===== src/rtl/z2_bus_initiator.sv =====
// z2_bus_initiator: single-word 68000/Zorro II-style bus cycle initiator.
// Turns one request from an internal master into an AS_n/UDS_n/LDS_n/RW strobed cycle.
// The cycle ends on a synchronised DTACK_n, or is forced to finish by a timeout.
// All bus outputs come straight from flops, so input changes never reach the bus combinationally.

module z2_bus_initiator #(
   parameter int TIMEOUT_CYCLES = 64
) (
   input  logic        CLK,
   input  logic        RESET,
   input  logic        req,
   input  logic        req_we,
   input  logic [22:0] req_addr,
   input  logic [15:0] req_wdata,
   input  logic [1:0]  req_be,
   output logic        busy,
   output logic        done,
   output logic        err,
   output logic [15:0] rdata,
   output logic [22:0] ADDR,
   output logic        RW,
   output logic        AS_n,
   output logic        UDS_n,
   output logic        LDS_n,
   output logic [15:0] DOUT,
   output logic        DOE,
   input  logic [15:0] DIN,
   input  logic        DTACK_n
);

   localparam int            CW       = $clog2(TIMEOUT_CYCLES) + 1;
   localparam logic [CW-1:0] CNT_LAST = CW'(TIMEOUT_CYCLES - 1);
   localparam logic [CW-1:0] CNT_MAX  = '1;

   typedef enum logic [2:0] {
      S_IDLE,
      S_ADDR,
      S_ASSERT,
      S_WAIT,
      S_LATCH,
      S_END
   } state_t;

   state_t        state, next_state;
   logic [CW-1:0] cnt;
   logic          dtack_m, dtack_s;
   logic          we_q;
   logic [1:0]    be_q;
   logic          accept;
   logic          timeout;
   logic          as_n_d, uds_n_d, lds_n_d;

   assign accept  = (state == S_IDLE) && req;
   assign timeout = (cnt == CNT_LAST);

   // Two-flop synchroniser bringing the asynchronous acknowledge into the CLK domain
   always_ff @(posedge CLK) begin
      // NOTE: state is updated with non-blocking assignments so every flop samples pre-edge values.
      if (RESET) begin
         dtack_m <= 1'b1;
         dtack_s <= 1'b1;
      end else begin
         dtack_m <= DTACK_n;
         dtack_s <= dtack_m;
      end
   end

   // State register
   always_ff @(posedge CLK) begin
      if (RESET) state <= S_IDLE;
      else       state <= next_state;
   end

   // Next-state decode: DTACK is tested before the timeout so a simultaneous ack wins
   always_comb begin
      // NOTE: defaulting every comb output first keeps partial branches from inferring latches.
      next_state = state;
      case (state)
         S_IDLE:   if (req) next_state = S_ADDR;
         S_ADDR:   next_state = S_ASSERT;
         S_ASSERT: next_state = S_WAIT;
         S_WAIT: begin
            if (!dtack_s)     next_state = S_LATCH;
            else if (timeout) next_state = S_END;
         end
         S_LATCH:  next_state = S_END;
         S_END:    if (dtack_s || timeout) next_state = S_IDLE;
         default:  next_state = S_IDLE;
      endcase
   end

   // Strobe decode for the state being entered; registered below so strobes are edge-aligned
   always_comb begin
      as_n_d  = 1'b1;
      uds_n_d = 1'b1;
      lds_n_d = 1'b1;
      case (next_state)
         S_ASSERT: begin
            as_n_d = 1'b0;
            // Writes hold data strobes off for one cycle of data setup
            if (!we_q) {uds_n_d, lds_n_d} = ~be_q;
         end
         S_WAIT, S_LATCH: begin
            as_n_d             = 1'b0;
            {uds_n_d, lds_n_d} = ~be_q;
         end
         default: ;
      endcase
   end

   // Timeout counter: cleared on every state change, saturating while a state persists
   always_ff @(posedge CLK) begin
      if (RESET)                    cnt <= '0;
      else if (next_state != state) cnt <= '0;
      else if (cnt != CNT_MAX)      cnt <= cnt + 1'b1;
   end

   // Request latch, bus output registers and master-side status
   always_ff @(posedge CLK) begin
      if (RESET) begin
         we_q  <= 1'b0;
         be_q  <= 2'b11;
         ADDR  <= '0;
         DOUT  <= '0;
         RW    <= 1'b1;
         DOE   <= 1'b0;
         AS_n  <= 1'b1;
         UDS_n <= 1'b1;
         LDS_n <= 1'b1;
         done  <= 1'b0;
         busy  <= 1'b0;
         err   <= 1'b0;
         rdata <= '0;
      end else begin
         AS_n  <= as_n_d;
         UDS_n <= uds_n_d;
         LDS_n <= lds_n_d;
         done  <= (state == S_END) && (next_state == S_IDLE);
         busy  <= (next_state != S_IDLE) || (state == S_END);
         if (accept) begin
            we_q <= req_we;
            be_q <= (req_be == 2'b00) ? 2'b11 : req_be;
            ADDR <= req_addr;
            DOUT <= req_wdata;
            RW   <= ~req_we;
            DOE  <= req_we;
            err  <= 1'b0;
         end
         if ((state == S_WAIT) && (next_state == S_END)) err <= 1'b1;
         if ((state == S_LATCH) && !we_q) rdata <= DIN;
         // RW and DOE are held through END for write hold time, released on return to IDLE
         if ((state == S_END) && (next_state == S_IDLE)) begin
            RW  <= 1'b1;
            DOE <= 1'b0;
         end
      end
   end

endmodule

===== config.mk =====
export PLATFORM = sky130hd
export DESIGN_NAME = z2_bus_initiator
export DESIGN_NICKNAME = d
export VERILOG_FILES = /design/src/rtl/z2_bus_initiator.sv
export SDC_FILE = /design/constraint.sdc
export NUM_CORES = 1
export LEC_CHECK = 0
export CAP_MARGIN = 25
export CELL_PAD_IN_SITES_DETAIL_PLACEMENT = 1
export CELL_PAD_IN_SITES_GLOBAL_PLACEMENT = 1
export CORE_UTILIZATION = 32
export CTS_CLUSTER_SIZE = 24
export DETAILED_ROUTE_END_ITERATION = 8
export PLACE_DENSITY = 0.9
export SYNTH_ARGS = -nofsm -noshare
export SYNTH_HDL_FRONTEND = slang
export SYNTH_SLANG_ARGS = --single-unit

===== constraint.sdc =====
create_clock -name CLK -period 5 [get_ports CLK]
set_input_delay 0.5 -clock CLK [delete_from_list [all_inputs] [get_ports CLK]]
set_output_delay 0.5 -clock CLK [all_outputs]
set_load 0.005 [all_outputs]

==> impl_metrics.toml <==
[logic_synthesis]
synth.area.top_cells = "dfxtp_1 54%, nand2_1 16%, a21oi_1 10%"
synth_edf_count = 0
synthFlopType = "dfxtp_1"
ys_async_sr_fraction_pct = 0
synth_nets = 414
yosys.area.top_type = "dfxtp_1"
synth_cells = 351
synth_compound_area_share_pct = 14.4
synth_top_family_by_area = "simple AND/OR/NAND/NOR gates"
synth-xor-area-share_pct = 0.303
ys_types = 33
synth_commonest_cells = "120 x nand2_1, 78 x dfxtp_1, 60 x a21oi_1"
synth_top_area_share_pct = 54.0
ys_ff_latch = 78
muxShareOfSynthArea_pct = 0.346
yosysWarnings = 0
synth_area_um2 = 2890
synth-seq-area-share_pct = 54.0
syn_avg_cell_area_um2 = 8.23
synth_simple_gate_area_share_pct = 26.6
synth.most_common_cell = "nand2_1"
synthAdderAreaFrac_pct = 0.433

[placed_design]
portBuffers = 124
gp_congestion = 0.791
place_ws_ns = 2.14
dp_hpwl_mm = 6.09

[final_layout]
multiInputGateArea_um2 = 1210
layout.nets = 531
syn2layout_area_growth_pct = 52.1
diodes = 0
register_area_um2 = 1560
drive_gt1_share_pct = 5.71
final.fill_count = 1049

[timing]
period_minus_slack_ns = 2.43
clock.fmax_mhz = 412
rsz0062_at_grt = "false"
slew_headroom_pct = 32.6
setup_viol = 0
timing.final.crit_share_pct = 48.6
tns_ns = 0
worstMarginPinSlew_ns = 1.01
fin_ws_ns = 2.57
drv_slew = 0
finalClockSkew_ns = 0.0114
whs_ns = 0.403
final_hold_viol_count = 0

[job]
cap_violations = 0

[pwr]
power_frac_seq_pct = 49.1
p_int_mw = 1.05
leakage_nw = 1.56
comb_power_share_pct = 14.1
p_sw_share_pct = 23.9
p_per_area_nw_per_um2 = 313
pwr-share-clk_pct = 36.8
peakVddDrop_uv = 158
power.switching_mw = 0.330

[critical_path]
cp_data_required_time_ns = 5.21
cpPeakStageDelay_ns = 0.84
path_delay_family = "simple AND/OR/NAND/NOR gates"
crit_type = "in2reg"
cp_num_buf_inv = 2
crit_path_top_delay_cell = "nor4b_4"
crit_path_max_fanout = 27
cp-start-kind = "input pin"
cp_cell_sequence = "clkdlybuf4s50_1, nor4b_4, buf_4, nand2_1, o21ai_0, nand3_1"
end_kind = "register"
arrival_ns = 2.64

[clock_network]
clock-sinks = 78
postCtsResizedCells = 0
cts_tree = "yes"
hold_buffers = 0
cts_buffers = 9
clock_latency_ns = 0.34
clk_pin_slew_ns = 0.07
cts_buffer_depth = 2
h-tree-depth = 3
root_buffer = "clkbuf_8"
postCtsSetupBuffers = 0

[global_route]
grt_pass1_wl_mm = 14.2
grt_usage_pct = 18.5
overflow = 0
top_usage_layer = "met2"
use_met3_pct = 5.92
antenna_found_initial = 0
grt_pass1_vias = 2966
grt.met2_usage_pct = 32.4
gr-usage-met1_pct = 21.2
grt_max_degree = 67

[routing]
routed_wl_mm = 8.51
vias = 2818
vias_per_cell = 4.85
drc_errors = 0
initialDrtViolationCount = 130
drtAntennaViolNets = 0
first_pass_iters = 4
wl_per_cell_um = 14.7

[run_status]
status = "finished, final reports clean"

[floorplanning]
io_pins = 125
rows = 34
start_util_pct = 33.1
fp.dieH_um = 97.0
die_area_um2 = 9420
core_area_um2 = 8720
die_w_um = 97.0

[min_path]
hold_class = "reg2reg"
==> logic make-up after synthesis <==
logic type / after synthesis
xor gates and xnor gates: 1
and+or+nand+nor: 171
AOI/OAI and AO/OA: 75
adders and majority gates: 1
buffers and inverters: 24
DFF: 78
muxes: 1
==> power groups by stage <==
stage          logic, mW  registers [mW]  clock network (mW)
2_1_floorplan     0.0802           0.685                   0
3_3_place_gp       0.191           0.688                   0
3_5_place_dp       0.197           0.690                   0
4_1_cts            0.198           0.676               0.523
5_1_grt            0.213           0.680               0.555
6_report           0.194           0.676               0.506
==> path summary, 6_finish.rpt <==
path / startpoint / end / slack [ns] / cells after the start
worst max-delay path: req / RW / 2.57 / 6
worst min-delay path: be_q[0] / LDS_n / 0.40 / 1
worst min register to register: be_q[0] / LDS_n / 0.40 / 1
worst max register to register: state[2] / RW / 2.65 / 5
==> metal layers <==
layer,routed length [um],part of all wire [%],up-vias
li1,-,-,1397
met1,3590,42,1311
met2,4210,49,99
met3,600,7.0,11
met4,112,1.3,0
met5,0,0,-
==> flip-flops by register name, summed over array words and instances, names as in the netlist <==
| name | cells |
|---|---|
| ADDR | 23 |
| DOUT | 16 |
| rdata | 16 |
| cnt | 7 |
| state | 3 |
| be_q | 2 |
| AS_n | 1 |
| DOE | 1 |
| LDS_n | 1 |
| RW | 1 |
| UDS_n | 1 |
| busy | 1 |
| done | 1 |
| dtack_m | 1 |
| dtack_s | 1 |
| err | 1 |
| we_q | 1 |
==> final cells by class <==
class                      instances  area share, %
sequential                        78           35.5
timing repair buffer             127           28.6
multi-input combinational        249           27.6
tap                              108           3.07
clock buffer                      10           2.90
clock inverter                     6           1.96
inverter                           3          0.256
==> worst register-to-register path: stages, from the launching register on <==
cell     delay (ns)
dfxtp_1        0.48
nor4b_4        0.96
buf_4          0.43
nand2_1        0.15
o21ai_0        0.11
nand3_1        0.10
==> per-stage QoR <==
stage	std cells	utilization, %	area, um2	power (mW)
final	581	50.4	4400	1.38
after global routing	581	50.4	4400	1.45
after CTS	581	50.4	4400	1.40
after detailed placement	565	47.9	4180	0.887
after global placement	565	47.9	4180	0.879
after floorplan	351	-	2890	0.766
==> cell usage in the layout (no fill, tap or decap), types with 2 or more instances in the layout <==
| cell | netlist | routed |
|---|---|---|
| dfxtp_1 | 78 | 78 |
| clkinv_2 | 0 | 2 |
| clkbuf_8 | 0 | 9 |
| nor4b_4 | 2 | 2 |
| and3_1 | 4 | 4 |
| inv_1 | 3 | 3 |
| nor2_1 | 16 | 16 |
| a31oi_1 | 4 | 4 |
| or3_1 | 3 | 3 |
| nand3_1 | 6 | 6 |
| or2_2 | 4 | 4 |
| nor3_1 | 3 | 3 |
| clkdlybuf4s50_1 | 0 | 123 |
| nand3b_1 | 7 | 7 |
| a211oi_1 | 2 | 2 |
| nand2_1 | 120 | 120 |
| bufinv_16 | 0 | 2 |
| a21oi_1 | 60 | 60 |
| o21ai_0 | 4 | 4 |
| buf_4 | 1 | 3 |
(Power assumes the default switching activity.)
